<file path="src/rtl/eecd_pkg.sv">
// Shared definitions for the row-packet producer: packet types, pattern constants,
// beat field positions, FSM state encoding and the per-word pattern helper.
package eecd_pkg;

    localparam int unsigned AXIS_DATA_W = 512;
    localparam int unsigned AXI_REQ_W   = 72;

    localparam logic [7:0] PKT_TYPE_ROW = 8'd0;
    localparam logic [7:0] PKT_TYPE_AXI = 8'd1;

    localparam logic [31:0] P0 = 32'h0000_0000;
    localparam logic [31:0] P1 = 32'hFFFF_FFFF;
    localparam logic [31:0] P2 = 32'hAAAA_AAAA;
    localparam logic [31:0] P3 = 32'h5555_5555;

    localparam int unsigned PKT_TYPE_LSB   = 504;
    localparam int unsigned PKT_TYPE_W     = 8;
    localparam int unsigned ROW_IDX_LSB    = 0;
    localparam int unsigned ROW_IDX_W      = 64;
    localparam int unsigned ADDR_LSB       = 0;
    localparam int unsigned DATA_LSB       = 32;
    localparam int unsigned FIELD_W        = 32;
    localparam int unsigned MODE_BIT       = 64;
    localparam int unsigned ERR_INJECT_BIT = 32;

    typedef enum logic [2:0] {
        ST_IDLE,
        ST_HDR,
        ST_DATA,
        ST_TRL,
        ST_BOUNDARY,
        ST_REQ
    } state_e;

    function automatic logic [31:0] pattern_word(input logic [31:0] seed, input int unsigned k);
        logic [1:0]  sel;
        logic [31:0] pat;
        sel = k[1:0];
        case (sel)
            2'd0:    pat = P0;
            2'd1:    pat = P1;
            2'd2:    pat = P2;
            default: pat = P3;
        endcase
        return seed ^ pat;
    endfunction

endpackage

</file>
<file path="src/rtl/row_pattern_gen.sv">
// Combinational integrity-pattern generator: expands a 32-bit seed into one
// 512-bit row-data beat (word k = seed ^ P[k % 4]).
module row_pattern_gen
    import eecd_pkg::*;
(
    input  logic [31:0]            seed_i,
    output logic [AXIS_DATA_W-1:0] beat_o
);

    always_comb begin
        beat_o = '0;
        for (int unsigned k = 0; k < AXIS_DATA_W / 32; k++) begin
            beat_o[32*k +: 32] = pattern_word(seed_i, k);
        end
    end

endmodule

</file>
<file path="src/rtl/axis_row_producer.sv">
// Row-packet producer: header / DATA_CYCLES pattern beats / trailer per row, with AXI
// request beats inserted only between rows. Optional macro AXIS_ROW_PRODUCER_ERROR_INJECT_EN.
module axis_row_producer
    import eecd_pkg::*;
#(
    parameter int unsigned DATA_WIDTH  = 512,
    parameter int unsigned DATA_CYCLES = 32
) (
    input  logic                  clk,
    input  logic                  reset,
`ifdef AXIS_ROW_PRODUCER_ERROR_INJECT_EN
    input  logic                  inject_error,
`endif
    input  logic                  start,
    input  logic [63:0]           row_count,
    output logic                  busy,
    output logic                  done,
    output logic [63:0]           rows_sent,
    output logic [DATA_WIDTH-1:0] AXIS_OUT_TDATA,
    output logic                  AXIS_OUT_TVALID,
    input  logic                  AXIS_OUT_TREADY,
    input  logic [AXI_REQ_W-1:0]  AXI_REQ_IN_TDATA,
    input  logic                  AXI_REQ_IN_TVALID,
    output logic                  AXI_REQ_IN_TREADY
);

    state_e                state_q, state_d;
    logic [DATA_WIDTH-1:0] tdata_q, tdata_d;
    logic                  tvalid_q, tvalid_d;
    logic                  busy_q, busy_d;
    logic                  done_q, done_d;
    logic [63:0]           rows_sent_q, rows_sent_d;
    logic [63:0]           row_count_q, row_count_d;
    logic [31:0]           seed_q, seed_d;
    logic [7:0]            beat_q, beat_d;
    logic                  req_tready_q, req_tready_d;
    logic                  err_armed_q, err_armed_d;

    logic                  inject_now;
    logic                  out_hs, req_cap, at_boundary, beat_last, rows_done, fresh;
    logic [DATA_WIDTH-1:0] pat_beat;
    logic [6:0]            unused_req_bits;

`ifdef AXIS_ROW_PRODUCER_ERROR_INJECT_EN
    assign inject_now = inject_error;
`else
    assign inject_now = 1'b0;
`endif

    assign unused_req_bits = AXI_REQ_IN_TDATA[AXI_REQ_W-1:MODE_BIT+1];

    assign out_hs      = tvalid_q & AXIS_OUT_TREADY;
    assign at_boundary = (state_q == ST_IDLE) || (state_q == ST_BOUNDARY);
    assign req_cap     = at_boundary & req_tready_q & AXI_REQ_IN_TVALID;
    assign beat_last   = (beat_q == 8'(DATA_CYCLES - 1));
    assign rows_done   = (rows_sent_q == row_count_q);

    row_pattern_gen u_pattern (
        .seed_i (seed_d),
        .beat_o (pat_beat)
    );

    always_ff @(posedge clk) begin
        if (reset) begin
            state_q      <= ST_IDLE;
            tdata_q      <= '0;
            tvalid_q     <= 1'b0;
            busy_q       <= 1'b0;
            done_q       <= 1'b0;
            rows_sent_q  <= '0;
            row_count_q  <= '0;
            seed_q       <= '0;
            beat_q       <= '0;
            req_tready_q <= 1'b0;
            err_armed_q  <= 1'b0;
        end else begin
            state_q      <= state_d;
            tdata_q      <= tdata_d;
            tvalid_q     <= tvalid_d;
            busy_q       <= busy_d;
            done_q       <= done_d;
            rows_sent_q  <= rows_sent_d;
            row_count_q  <= row_count_d;
            seed_q       <= seed_d;
            beat_q       <= beat_d;
            req_tready_q <= req_tready_d;
            err_armed_q  <= err_armed_d;
        end
    end

    always_comb begin
        state_d = state_q;
        case (state_q)
            ST_IDLE: begin
                if (req_cap)                         state_d = ST_REQ;
                else if (start && row_count != '0)   state_d = ST_HDR;
            end
            ST_HDR:  if (out_hs)              state_d = ST_DATA;
            ST_DATA: if (out_hs && beat_last) state_d = ST_TRL;
            ST_TRL:  if (out_hs)              state_d = ST_BOUNDARY;
            ST_BOUNDARY: begin
                if (req_cap)        state_d = ST_REQ;
                else if (rows_done) state_d = ST_IDLE;
                else                state_d = ST_HDR;
            end
            // The boundary decision is folded into the request handshake so a request
            // that wins against start delays the first header by exactly one beat.
            ST_REQ: if (out_hs) state_d = (busy_q && !rows_done) ? ST_HDR : ST_IDLE;
            default: state_d = ST_IDLE;
        endcase
    end

    always_comb begin
        row_count_d = row_count_q;
        rows_sent_d = rows_sent_q;
        seed_d      = seed_q;
        beat_d      = beat_q;
        if (state_q == ST_IDLE && start) begin
            row_count_d = row_count;
            rows_sent_d = '0;
            seed_d      = '0;
            beat_d      = '0;
        end
        if (state_q == ST_DATA && out_hs) begin
            seed_d = seed_q + 32'd1;
            beat_d = beat_last ? 8'd0 : beat_q + 8'd1;
        end
        if (state_q == ST_TRL && out_hs) begin
            rows_sent_d = rows_sent_q + 64'd1;
        end
    end

    always_comb begin
        tdata_d      = tdata_q;
        tvalid_d     = tvalid_q;
        busy_d       = busy_q;
        done_d       = 1'b0;
        err_armed_d  = err_armed_q | inject_now;
        req_tready_d = (state_d == ST_IDLE) || (state_d == ST_BOUNDARY);

        if (state_q == ST_IDLE && start) begin
            if (row_count != '0) busy_d = 1'b1;
            else                 done_d = 1'b1;
        end
        if ((state_q == ST_BOUNDARY && !req_cap && rows_done) ||
            (state_q == ST_REQ && out_hs && busy_q && rows_done)) begin
            busy_d = 1'b0;
            done_d = 1'b1;
        end

        // A new beat is loaded whenever the held one is consumed or none is on the bus.
        fresh = at_boundary || out_hs;
        if (fresh) begin
            tdata_d  = '0;
            tvalid_d = 1'b1;
            case (state_d)
                ST_HDR, ST_TRL: begin
                    tdata_d[PKT_TYPE_LSB +: PKT_TYPE_W] = PKT_TYPE_ROW;
                    tdata_d[ROW_IDX_LSB +: ROW_IDX_W]   = rows_sent_d;
                end
                ST_DATA: begin
                    tdata_d = pat_beat;
                    if (err_armed_q || inject_now) begin
                        tdata_d[ERR_INJECT_BIT] = ~pat_beat[ERR_INJECT_BIT];
                        err_armed_d             = 1'b0;
                    end
                end
                ST_REQ: begin
                    tdata_d[PKT_TYPE_LSB +: PKT_TYPE_W] = PKT_TYPE_AXI;
                    tdata_d[ADDR_LSB +: FIELD_W]        = AXI_REQ_IN_TDATA[ADDR_LSB +: FIELD_W];
                    tdata_d[DATA_LSB +: FIELD_W]        = AXI_REQ_IN_TDATA[DATA_LSB +: FIELD_W];
                    tdata_d[MODE_BIT]                   = AXI_REQ_IN_TDATA[MODE_BIT];
                end
                default: tvalid_d = 1'b0;
            endcase
        end
    end

    assign busy              = busy_q;
    assign done              = done_q;
    assign rows_sent         = rows_sent_q;
    assign AXIS_OUT_TDATA    = tdata_q;
    assign AXIS_OUT_TVALID   = tvalid_q;
    assign AXI_REQ_IN_TREADY = req_tready_q;

endmodule

</file>
<file path="config.mk">
export PLATFORM = sky130hd
export DESIGN_NAME = axis_row_producer
export DESIGN_NICKNAME = d
export VERILOG_FILES = /design/src/rtl/eecd_pkg.sv /design/src/rtl/row_pattern_gen.sv /design/src/rtl/axis_row_producer.sv
export SDC_FILE = /design/constraint.sdc
export NUM_CORES = 1
export LEC_CHECK = 0
export CAP_MARGIN = 30
export CORE_AREA = 2 2 277 279
export CTS_CLUSTER_SIZE = 12
export DETAILED_ROUTE_END_ITERATION = 7
export DIE_AREA = 0 0 279 281
export SLEW_MARGIN = 20
export SYNTH_ARGS = -nofsm -noshare
export SYNTH_HDL_FRONTEND = slang
export SYNTH_SLANG_ARGS = --single-unit
</file>
<file path="constraint.sdc">
create_clock -name clk -period 2.9 [get_ports clk]
set_input_delay 0.58 -clock clk [delete_from_list [all_inputs] [get_ports clk]]
set_output_delay 0.58 -clock clk [all_outputs]
set_load 0.02 [all_outputs]
</file>
**Yosys cells after proc, flatten, opt, wreduce, memory -nomap -nowiden**

Index checks and enable logic that the tools add are counted.

- Register bits: 687
- Output and inout bits: 580
- Word-level logic and storage cells: 81

- Add/subtract/negate cells: 3
- Eq/ne operators: 12
- Mux-type cells: 25
- Bitwise logic cells: 6
- Reductions and logical operators: 25

Operator list:

| kind | number |
|---|---|
| 439-bit two-way mux | 1 |
| 64-bit case mux with 3 select lines | 1 |
| 64-bit two-way mux | 2 |
| 64-bit by 1-bit adder with 64-bit output, second input constant | 1 |
| 64-bit == test | 1 |
| 32-bit two-way mux | 2 |
| 64-bit nonzero test | 1 |
| 32-bit by 1-bit adder with 32-bit output, second input constant | 1 |
| 16-bit inverter | 2 |
| 32-bit inverter | 1 |
| 8-bit two-way mux | 3 |
| 3-bit two-way mux | 7 |
| 3-bit case mux with 6 select lines | 1 |
| 8-bit case mux with 2 select lines | 1 |
| 3-bit by 2-bit == test with 1-bit output, second input constant | 4 |
| 3-bit == test, second input constant | 4 |
| 1-bit logical AND | 11 |
| 8-bit by 1-bit adder with 8-bit output, second input constant | 1 |
| 8-bit by 5-bit == test with 1-bit output, second input constant | 1 |
| 3-bit by 1-bit == test with 1-bit output, second input constant | 2 |
| 3-bit zero test | 2 |
| 1-bit two-way mux | 6 |
| 1-bit logical OR | 4 |
| 2-bit OR reduction | 2 |
| 6 further kinds | 9 |

**Depth between registers and ports, before layout**

Gate-level depths: netlist of the first run.

- Depth after elaboration: 9
- Gate-level depth with buffers: 11
- Depth with buffers taken out: 9

**Modules after synthesis**

A second synthesis of the first run with hierarchy kept.

- Cells, all modules: 4,019
- Area total of the unflattened synthesis: 31,507.7 µm²

Modules (own cells, without submodules):

| module | instances | cells each | area each (µm²) |
|---|---|---|---|
| axis_row_producer | 1 | 3,507 | 27,784.1 |
| row_pattern_gen | 1 | 512 | 3,723.6 |

**Worst setup path after synthesis of the first run**

No wires, ideal clock.

- Path kind: flip-flop to flip-flop
- From: register rows_sent_q[5], in the netlist rows_sent[5]
- To: register tdata_q[63], in the netlist AXIS_OUT_TDATA[63]
- Library setup time: 58 ps
- Data arrival time: 2,586 ps
- Path slack: 256 ps
- Cell stages (with the launch flop): 11
- Buffers on the path: 2
- Cell sequence: dfxtp_1 clkbuf_2 nand4_2 or3_1 buf_6 nor3_4 nand3_2 nor3_1 mux2_2 nor3_1 o221a_2

- Word-level cells in the longest chain between the ends: 9
- Elaborated cells between the ends (all ways): 16
- Those cells by class: add/sub (1); eq/ne (5); mux (7); reduce/logical (3)

Ends and longest elaborated chain:

| element | line | text |
|---|---|---|
| start, declared | axis_row_producer.sv:32 | `logic [63:0] rows_sent_q, rows_sent_d;` |
| start signal, assigned | axis_row_producer.sv:82 | `rows_sent_q <= rows_sent_d;` |
| 64-bit == test | axis_row_producer.sv:56 | `assign rows_done = (rows_sent_q == row_count_q);` |
| 1-bit zero test | axis_row_producer.sv:108 | `ST_REQ: if (out_hs) state_d = (busy_q && !rows_done) ? ST_HDR : ST_IDLE;` |
| 1-bit logical AND | axis_row_producer.sv:108 |  |
| 1-bit two-way mux | axis_row_producer.sv:108 |  |
| 3-bit two-way mux | axis_row_producer.sv:108 |  |
| 3-bit case mux with 6 select lines | axis_row_producer.sv:93 | `case (state_q)` |
| 3-bit by 1-bit == test with 1-bit output or 3-bit by 2-bit == test with 1-bit output (tied branches) | axis_row_producer.sv:156 | `case (state_d)` |
| 2-bit OR reduction | n/a |  |
| 64-bit case mux with 3 select lines * | axis_row_producer.sv:156 |  |
| end signal, assigned | axis_row_producer.sv:78 | `tdata_q <= tdata_d;` |
| end, declared | axis_row_producer.sv:28 | `logic [DATA_WIDTH-1:0] tdata_q, tdata_d;` |

Mark *: on every way between the ends. The rest lies on a longest branch, timed or not.
A chain may end at the register's enable or synchronous reset.

**Worst setup path in the final report of the first run**

- From: register rows_sent_q[6], in the netlist rows_sent[6]
- To: register tdata_q[12], in the netlist AXIS_OUT_TDATA[12]

The elaborated chain is that of the path after synthesis.

==> results of run 1 <==
## synthesized netlist by cell type (all sizes together) (6+ instances only)
cell,number,area (um2)
nor3,55,303
xnor2,43,377
a221o,24,240
or2,7,43.8
mux2i,12,120
nor4,36,231
a22oi,10,75.1
nand3,86,435
nand2,322,1210
a222oi,9,90.1
o21ai,49,245
a21oi,203,1020
clkbuf,91,344
o31ai,20,150
nor2,165,619
xor2,28,245
o211ai,31,233
buf,411,2990
mux2,11,124
and3,14,87.6
o31a,6,52.6
o311ai,7,61.3
nand4,40,256
dfxtp,312,6250
o22ai,9,56.3
inv,7,26.3
a211oi,15,113
and2,64,400
a221oi,11,96.3
and4,11,96.3
or3,14,87.6
## where the power goes
part | internal, mW | switching (mW)
combinational | 1.52 | 2.04
sequential | 4.51 | 0.227
clock | 2.84 | 2.04
total | 8.87 | 4.31
## cell families after synthesis
logic type               after synthesis
AO/OA/AOI/OAI                        422
XOR/XNOR                              71
adder cells (fa/ha/maj)                3
buffers and inverters                510
flip-flops                           312
multiplexers                          23
AND/OR/NAND/NOR                      835
## area by class of cell
class	count	area share, %
well taps	978	4.65
inverters	8	0.114
flip-flops and latches	312	23.7
repair buffers	1037	37.4
diodes	4	0.0380
clock buffers	52	4.15
multi-input cells	1354	29.3
clock inverters	17	0.622
## layout by cell type, fill, tap and decap left out, drive strengths merged, types with 14 or more instances in the layout
cell type	count
nand3	86
or3	14
nor4	36
nor3	55
o211ai	31
dfxtp	312
clkbuf	56
and3	14
o31ai	20
a211oi	15
buf	321
nand4	40
nand2	322
xnor2	43
a21oi	203
a221o	24
and2	64
xor2	28
clkdlybuf4s50	712
nor2	165
o21ai	49
## worst max-delay path by stage
stage,from,to,slack [ns]
floorplan,rows_sent[5],AXIS_OUT_TDATA[63],0.26
global placement,AXIS_OUT_TREADY,AXIS_OUT_TDATA[25],-0.54
detailed placement,AXIS_OUT_TREADY,AXIS_OUT_TDATA[25],-0.64
CTS,beat_q[0],AXIS_OUT_TDATA[43],0.07
global route,beat_q[1],AXIS_OUT_TDATA[44],-0.01
finish,rows_sent[6],AXIS_OUT_TDATA[12],0.11
## stage by stage
| step | util (%) | cell area (um2) |
|---|---|---|
| 2_1_floorplan | - | 17100 |
| 3_3_place_gp | 32.8 | 24800 |
| 3_5_place_dp | 32.8 | 24800 |
| 5_1_grt | 34.9 | 26300 |
| 6_report | 34.9 | 26300 |
| 4_1_cts | 34.5 | 26000 |
## metal layers
metal  vias up  share of wire [%]  global-route usage, %
li1       8347                  -                      -
met5         -               0.29                      0
met3       143                9.1                   6.51
met2       772                 46                   34.6
met4        40                2.8                   5.80
met1      8505                 42                   26.7
## sequential cells by signal (all words and copies together), names as in the netlist
| name | cells |
|---|---|
| rows_sent | 64 |
| busy | 1 |
| done | 1 |
| seed_q | 32 |
| state_q | 3 |
| beat_q | 8 |
| AXI_REQ_IN_TREADY | 1 |
| AXIS_OUT_TVALID | 1 |
| row_count_q | 64 |
| AXIS_OUT_TDATA | 137 |
## worst max-delay path: stages, from the launching register on
cell and delay (ns):
sky130_fd_sc_hd__dfxtp_1 0.33, sky130_fd_sc_hd__buf_4 0.17, sky130_fd_sc_hd__xnor2_1 0.23, sky130_fd_sc_hd__nand4_1 0.12, sky130_fd_sc_hd__nor4_1 0.34, sky130_fd_sc_hd__nand4_1 0.29, sky130_fd_sc_hd__o31ai_4 0.34, sky130_fd_sc_hd__buf_4 0.16
sky130_fd_sc_hd__a21oi_4 0.08, sky130_fd_sc_hd__buf_12 0.15, sky130_fd_sc_hd__clkbuf_16 0.20, sky130_fd_sc_hd__o221a_2 0.25
## what timing repair did
| action | 4_1_cts | 5_1_grt |
|---|---|---|
| pin swaps | 0 | 6 |
| hold buffers | 0 | 0 |
| gates resized for setup | 1 | 28 |
| gates cloned | 0 | 3 |
| buffers inserted | 0 | 9 |
| endpoints found under the setup margin | 1 | 61 |
==> flow_summary_export.csv, run 1 <==
group,metric,value,unit
placement,place.port_buffers,713,
drt,remaining_design_rule_violation_count,0,
floorplanning,io_pins,721,
global_route,largest_net_degree_at_the_start_of_global_routing,100,
power,cellLeakagePower,9.67,nW
clock_network,cts_sinks,312,
worst_setup_path,crit_path_max_fanout,21,
logic_synthesis,yosys.area_share.adder,0.219,%
power,totalPowerFinal,13.2,mW
timing,finalSetupViolCount,0,
worst_setup_path,timing.rr.end,"AXIS_OUT_TDATA[12]",
clock_network,cts-buffers-inserted,38,
logic_synthesis,post_synth_mux_area_share,1.42,%
clock_network,clock_tree.root_cell,"sky130_fd_sc_hd__clkbuf_16",
worst_setup_path,worst_setup_path_start_kind,"register",
timing,final.setup.tns,0,ns
min_path,whs_endpoint,"AXIS_OUT_TDATA[505]",
finish,multi_input_comb_area,7710,um2
min_path,hold_path_depth,2,
logic_synthesis,ys_warn_count,0,
logic_synthesis,netlist-cell-type-count,65,
timing,setup_ws,0.105,ns
placement,placed_cells_incl_taps,3677,
min_path,hold_path_startpoint,"AXIS_OUT_TDATA[505]",
timing,max_freq,358,MHz
logic_synthesis,synth_top_family_by_area,"simple AND/OR/NAND/NOR gates",
drt,dr_wl_cell,23.4,um
timing,tightest_pin_transition,0.622,ns
finish,drive_gt1_share,16.0,%
clock_network,cts_tree,"built",
global_route,aggregate_global_routing_overflow,0,
worst_setup_path,worst_ep_arrival_time,3.24,ns
timing,maxSlewViolCount,0,
global_route,grtUsageTotal,21.1,%
drt,finalWirelength,88.0,mm
finish,synthesis_to_finish_area_growth,53.7,%
worst_setup_path,worstRegToRegCells,11,
logic_synthesis,synth.avg_cell_area,7.87,um2
floorplanning,std_cell_rows,101,
power,worst_ir_drop_vdd,366,uV
global_route,grt_antenna_before_repair,29,
timing,total_count_of_hold_check_failures_in_the_final_report,0,
floorplanning,fp.dieArea,78400,um2
drt,route.antenna.remaining_nets,0,
placement,pre_cts_slack,-0.639,ns
drt,drtPass1Iterations,7,
finish,post_layout_nonfiller_instances,3762,
logic_synthesis,synth_async_sr_flop_share,0,%
floorplanning,vertical_die_dimension,281,um
worst_setup_path,worst-endpoint-required,3.35,ns
clock_network,worstSkewPairLatency,0.58,ns
timing,slew-limit-headroom,58.4,%
finish,nets,2895,
timing,min_period_over_period,96.4,%
floorplanning,core_area,75400,um2
logic_synthesis,synth_sequential_area_ratio,36.5,%
timing,worst_clock_skew,0.0284,ns
floorplanning,initial_util,22.7,%
worst_setup_path,crit-reg2reg-launch,"rows_sent[6]",
timing,worst_hold_slack,0.455,ns
clock_network,htree_levels,2,
logic_synthesis,synth_area,17100,um2
drt,detailroute.via_count,17807,
drt,drt_first_iter_violations,1630,
global_route,grt_pass1_wl,120,mm
finish,fill_cells,7919,
placement,hpwlAfterDp,70.6,mm
run_status,outcome,"finished, final reports clean",
worst_setup_path,worst_setup_path_end_kind,"register",
logic_synthesis,netlist_instances,2176,
logic_synthesis,yosys_register_bits,312,
global_route,via_count_of_the_first_global_routing_pass,16124,
clock_network,clock_tree.buffer_depth,3,
logic_synthesis,synth.net_count,2320,
finish,area.sequential,6250,um2
logic_synthesis,synth-compound-area-share,15.6,%
power,power-per-cell-area,500,nW/um2
clock_network,clk_pin_slew_worst_paths,0.06,ns
timing,shortest_clock_period_the_worst_path_allows_after_layout,2.79,ns
logic_synthesis,synth_enable_flop_cells,0,
drt,average_vias_per_placed_instance,4.73,
floorplanning,fp.dieW,279,um
logic_synthesis,synth-simple-area-share,23.0,%
worst_setup_path,rrSetupSlack,0.11,ns
placement,gp_congestion,0.891,
min_path,min-delay-path-class,"register to register",
logic_synthesis,yosys.area_share.xor_xnor,3.63,%
logic_synthesis,ys_dominant_reg_cell,"sky130_fd_sc_hd__dfxtp_1",
worst_setup_path,path_class,"register to register",
job,max_cap_viol_count,0,
Power figures use the tool's default switching activity.
==> inputs of run 2 (changes only) <==
Settings changed: CORE_AREA 2 2 277 279 to 2 2 280 282, DIE_AREA 0 0 279 281 to 0 0 282 284.
==> flow_summary_export.csv, run 2 (synthesis results as in run 1) <==
group,metric,value,unit
power,totalPowerFinal,13.4,mW
power,worst_ir_drop_vdd,490,uV
job,max_cap_viol_count,0,
clock_network,htree_levels,2,
placement,placed_cells_incl_taps,3725,
worst_setup_path,crit_path_max_fanout,9,
finish,post_layout_nonfiller_instances,3806,
timing,maxSlewViolCount,0,
drt,remaining_design_rule_violation_count,0,
worst_setup_path,crit-reg2reg-launch,"beat_q[1]",
worst_setup_path,worst-endpoint-required,3.35,ns
global_route,via_count_of_the_first_global_routing_pass,16013,
global_route,grt_antenna_before_repair,23,
min_path,hold_path_startpoint,"reset",
global_route,grt_pass1_wl,121,mm
timing,shortest_clock_period_the_worst_path_allows_after_layout,2.79,ns
floorplanning,fp.dieW,282,um
finish,synthesis_to_finish_area_growth,53.6,%
clock_network,clock_tree.buffer_depth,3,
finish,largest_register_ffs,137,
drt,finalWirelength,89.1,mm
drt,dr_wl_cell,23.4,um
timing,total_count_of_hold_check_failures_in_the_final_report,0,
min_path,min-delay-path-class,"primary input to register",
floorplanning,core_area,77000,um2
finish,final_cell_mix,"711 x sky130_fd_sc_hd__clkdlybuf4s50_1, 321 x sky130_fd_sc_hd__nand2_1, 310 x sky130_fd_sc_hd__dfxtp_1",
global_route,aggregate_global_routing_overflow,0,
placement,hpwlAfterDp,71.4,mm
clock_network,clock_tree.root_cell,"sky130_fd_sc_hd__clkbuf_16",
floorplanning,initial_util,22.3,%
clock_network,cts_hold_buffers,0,
power,power-per-cell-area,508,nW/um2
min_path,hold_path_depth,2,
worst_setup_path,path_class,"register to register",
min_path,whs_endpoint,"row_count_q[3]",
drt,highest_layer,"met5",
floorplanning,vertical_die_dimension,284,um
timing,min_period_over_period,96.2,%
floorplanning,io_pins,721,
power,cellLeakagePower,9.60,nW
timing,max_freq,359,MHz
worst_setup_path,worstRegToRegCells,11,
finish,nets,2878,
clock_network,worstSkewPairLatency,0.57,ns
clock_network,cts_sinks,312,
global_route,largest_net_degree_at_the_start_of_global_routing,108,
finish,post-route-util,34.2,%
worst_setup_path,worst_setup_path_start_kind,"register",
worst_setup_path,rrSetupSlack,0.11,ns
drt,route.antenna.remaining_nets,0,
floorplanning,fp.dieArea,80100,um2
timing,worst_clock_skew,0.0226,ns
drt,route.layer.met1.wl,36.8,mm
clock_network,clk_pin_slew_worst_paths,0.06,ns
drt,detailroute.via_count,17619,
run_status,outcome,"finished, final reports clean",
floorplanning,std_cell_rows,102,
timing,final.setup.tns,0,ns
drt,dr_wl_met3,8.18,mm
worst_setup_path,worst_setup_path_end_kind,"register",
drt,detailroute.wirelength.met2,41.5,mm
drt,drtPass1Iterations,6,
placement,place.port_buffers,713,
worst_setup_path,worst_ep_arrival_time,3.24,ns
global_route,grtUsageTotal,21.1,%
worst_setup_path,timing.rr.end,"AXIS_OUT_TDATA[28]",
placement,gp_congestion,0.926,
timing,tightest_pin_transition,0.746,ns
clock_network,cts_tree,"built",
finish,mostFrequentLayoutCell,"sky130_fd_sc_hd__clkdlybuf4s50_1",
clock_network,cts-buffers-inserted,38,
drt,average_vias_per_placed_instance,4.63,
finish,drive_gt1_share,15.4,%
drt,drt_first_iter_violations,1323,
timing,finalSetupViolCount,0,
timing,slew-limit-headroom,50.2,%
timing,worst_hold_slack,0.403,ns
## run 2: cell count changes in the layout (fill, tap and decap cells not counted), moves of 2 or more
cell,before,now
sky130_fd_sc_hd__nor4_2,2,4
sky130_fd_sc_hd__buf_4,302,283
sky130_fd_sc_hd__bufinv_16,2,5
sky130_fd_sc_hd__or3_1,14,12
sky130_fd_sc_hd__clkbuf_1,5,3
sky130_fd_sc_hd__o31ai_2,3,0
sky130_fd_sc_hd__o31ai_1,16,20
sky130_fd_sc_hd__nor4_4,3,0
sky130_fd_sc_hd__or3_4,0,2
sky130_fd_sc_hd__buf_6,1,3
sky130_fd_sc_hd__clkinv_2,9,7
## run 2: layout make-up
cell class / count / area, um2
Multi-Input combinational cell: 1354 / 7680
Antenna cell: 5 / 12.5
Tap cell: 1040 / 1300
Clock inverter: 18 / 243
Inverter: 8 / 30.0
Clock buffer: 49 / 1070
Sequential cell: 312 / 6250
Timing Repair Buffer: 1020 / 9740
Fill cell: 8116 / 50600
## run 2: repair_timing
action / CTS / global route
setup endpoints to repair: 1 / 48
gates resized for setup: 1 / 22
pin swaps: 0 / 7
endpoints found under the hold margin: 0 / 0
buffers inserted: 0 / 5
cloned: 0 / 4
## run 2: critical path, cell delays in order (launching register included)
cell and delay (ns):
sky130_fd_sc_hd__dfxtp_1 0.39, sky130_fd_sc_hd__ha_4 0.17, sky130_fd_sc_hd__nand3_2 0.10, sky130_fd_sc_hd__or4_4 0.50
sky130_fd_sc_hd__o211ai_1 0.31, sky130_fd_sc_hd__buf_4 0.17, sky130_fd_sc_hd__nor2_2 0.04, sky130_fd_sc_hd__buf_4 0.14
sky130_fd_sc_hd__a21oi_4 0.21, sky130_fd_sc_hd__buf_6 0.18, sky130_fd_sc_hd__nand2_1 0.07, sky130_fd_sc_hd__a2111oi_1 0.39
## run 2: per-layer routing
layer / up-vias / GRT usage, %
met5: - / 0
met4: 30 / 5.74
met2: 809 / 34.6
met3: 131 / 6.29
li1: 8291 / -
met1: 8358 / 26.5
## run 2: worst max-delay path by stage
stage / start / end / slack (ns) / cells after the start
2_1_floorplan: rows_sent[5] / AXIS_OUT_TDATA[63] / 0.26 / 10
4_1_cts: beat_q[0] / AXIS_OUT_TDATA[28] / 0.003 / 10
5_1_grt: beat_q[1] / AXIS_OUT_TDATA[19] / -0.03 / 12
3_3_place_gp: AXIS_OUT_TREADY / AXIS_OUT_TDATA[63] / -0.38 / 10
3_5_place_dp: AXIS_OUT_TREADY / AXIS_OUT_TDATA[43] / -0.41 / 9
6_report: beat_q[1] / AXIS_OUT_TDATA[28] / 0.11 / 11
## run 2: per-stage QoR
step | instance area, um2 | setup slack, ns
floorplan | 17100 | 0.256
global placement | 24700 | -0.380
detailed placement | 24700 | -0.409
CTS | 26100 | 0.00268
global route | 26300 | -0.0333
finish | 26300 | 0.111
## run 2: report_power, final
group / switching, mW / internal [mW]
Sequential: 0.232 / 4.51
Combinational: 2.05 / 1.53
Clock: 1.99 / 3.06
==> inputs of run 3 (changes only) <==
Clock period 2.9 ns to 2.39 ns, I/O delays scaled along.
==> flow_summary_export.csv, run 3 (synthesis results as in run 1) <==
group,metric,value,unit
run_status,outcome,"complete, but fails checks",
run_status,failed_checks,"negative setup slack",
min_path,hold_path_startpoint,"reset",
finish,nets,3030,
clock_network,cts_tree,"built",
power,power-per-cell-area,582,nW/um2
worst_setup_path,slowest_stage,"sky130_fd_sc_hd__or4_4",
floorplanning,std_cell_rows,102,
timing,slew-limit-headroom,57.7,%
timing,worst_clock_skew,0.0272,ns
global_route,grtUsageTotal,22.2,%
min_path,whs_endpoint,"AXIS_OUT_TDATA[44]",
drt,finalWirelength,94.0,mm
worst_setup_path,worst_setup_path_end_kind,"register",
worst_setup_path,worst_setup_path_start_kind,"register",
finish,largest_register_ffs,137,
worst_setup_path,critPathTopFamily,"simple AND/OR/NAND/NOR gates",
clock_network,worstSkewPairLatency,0.57,ns
timing,setup_ws,-0.182,ns
worst_setup_path,crit-reg2reg-launch,"beat_q[1]",
drt,drt_first_iter_violations,1549,
worst_setup_path,crit_path_max_fanout,7,
timing,finalSetupViolCount,68,
timing,worst_hold_slack,0.293,ns
worst_setup_path,crit_path_cell_trace,"ha_4 > nand3_4 > or4_4 > o211ai_1 > buf_4 > nor2_4 > or3_4 > nor2_4 > buf_12 > buf_12 > nor4_1",
worst_setup_path,rrSetupSlack,-0.18,ns
drt,detailroute.via_count,18567,
drt,route.antenna.remaining_nets,0,
worst_setup_path,path_class,"register to register",
job,max_cap_viol_count,0,
floorplanning,initial_util,22.3,%
placement,place.port_buffers,713,
worst_setup_path,worst-endpoint-required,2.82,ns
timing,total_count_of_hold_check_failures_in_the_final_report,0,
worst_setup_path,worst_setup_path_startpoint,"beat_q[1]",
floorplanning,fp.dieArea,80100,um2
global_route,grt_antenna_before_repair,30,
clock_network,clk_pin_slew_worst_paths,0.06,ns
timing,rsz0062_at_grt,"yes",
floorplanning,vertical_die_dimension,284,um
finish,final_cell_mix,"674 x sky130_fd_sc_hd__clkdlybuf4s50_1, 384 x sky130_fd_sc_hd__buf_4, 296 x sky130_fd_sc_hd__nand2_1",
floorplanning,io_pins,721,
finish,synthesis_to_finish_area_growth,69.1,%
timing,tightest_pin_transition,0.633,ns
clock_network,clock_tree.root_cell,"sky130_fd_sc_hd__clkbuf_16",
drt,drtPass1Iterations,6,
floorplanning,core_area,77000,um2
finish,mostFrequentLayoutCell,"sky130_fd_sc_hd__clkdlybuf4s50_1",
min_path,min-delay-path-class,"primary input to register",
timing,max_freq,389,MHz
min_path,hold_path_depth,2,
worst_setup_path,timing.rr.end,"AXIS_OUT_TDATA[19]",
clock_network,clock_tree.buffer_depth,3,
global_route,grt_pass1_wl,128,mm
drt,dr_wl_cell,23.8,um
timing,min_period_over_period,108,%
finish,fill_cells,7858,
timing,final.setup.tns,-7.98,ns
drt,remaining_design_rule_violation_count,0,
clock_network,htree_levels,2,
power,worst_ir_drop_vdd,383,uV
clock_network,cts_sinks,312,
global_route,via_count_of_the_first_global_routing_pass,17061,
power,cellLeakagePower,10.9,nW
global_route,largest_net_degree_at_the_start_of_global_routing,106,
worst_setup_path,worst_ep_arrival_time,3.00,ns
worst_setup_path,worst_path_largest_cell_delay,0.44,ns
drt,average_vias_per_placed_instance,4.69,
worst_setup_path,critical_path.n_buffers_inverters,3,
timing,shortest_clock_period_the_worst_path_allows_after_layout,2.57,ns
worst_setup_path,worstRegToRegCells,11,
clock_network,cts-buffers-inserted,38,
floorplanning,fp.dieW,282,um
global_route,aggregate_global_routing_overflow,0,
finish,drive_gt1_share,28.0,%
placement,hpwlAfterDp,75.0,mm
placement,gp_congestion,0.962,
timing,maxSlewViolCount,0,
==> run 3: worst max-delay path by stage <==
stage / end / cells past startpoint / slack, ns
6_report: AXIS_OUT_TDATA[19] / 11 / -0.18
5_1_grt: AXIS_OUT_TDATA[44] / 12 / -0.24
4_1_cts: AXIS_OUT_TDATA[43] / 12 / -0.12
3_5_place_dp: AXIS_OUT_TDATA[11] / 12 / -1.28
3_3_place_gp: AXIS_OUT_TDATA[55] / 13 / -1.34
2_1_floorplan: AXIS_OUT_TDATA[63] / 10 / -0.05
==> run 3: metal layers <==
metal / vias to the layer above / global-route usage [%] / part of all wire (%)
li1: 8628 / - / -
met1: 8847 / 27.1 / 40
met2: 849 / 35.9 / 46
met3: 199 / 7.67 / 9.9
met4: 44 / 7.62 / 4.0
met5: - / 0 / 0.30
==> run 3: per-stage QoR <==
step	setup slack (ns)	area, um2	cells	power [mW]	util, %
after floorplan	-0.0453	17300	2176	7.93	-
after global placement	-1.34	25800	3850	10.2	33.6
after detailed placement	-1.28	25800	3850	10.2	33.6
after CTS	-0.123	28000	3936	16.4	36.4
after global routing	-0.237	29000	3954	17.4	37.6
final	-0.182	29000	3956	16.9	37.6
==> run 3: layout make-up <==
class / count / area (um2) / share of cell area, %
antenna: 3 / 7.51 / 0.0259
clock buffer: 54 / 1120 / 3.88
clock inverter: 13 / 124 / 0.428
inverter: 8 / 30.0 / 0.104
multi-input combinational: 1355 / 8890 / 30.7
sequential: 312 / 6340 / 21.9
tap: 1040 / 1300 / 4.49
timing repair buffer: 1171 / 11100 / 38.5
==> run 3: timing repair <==
item,CTS,global route
buffers inserted,19,18
hold buffers,0,0
endpoints found under the hold margin,0,0
pin swaps,52,68
resized for setup,222,189
cloned,4,3
endpoints found under the setup margin,264,144
==> run 3: report_power, final <==
group          total [mW]  switching, mW  leakage (nW)  internal, mW
Combinational        5.18           2.89          7.75          2.29
Clock                5.93           2.45         0.616          3.49
Sequential           5.75          0.288          2.56          5.46
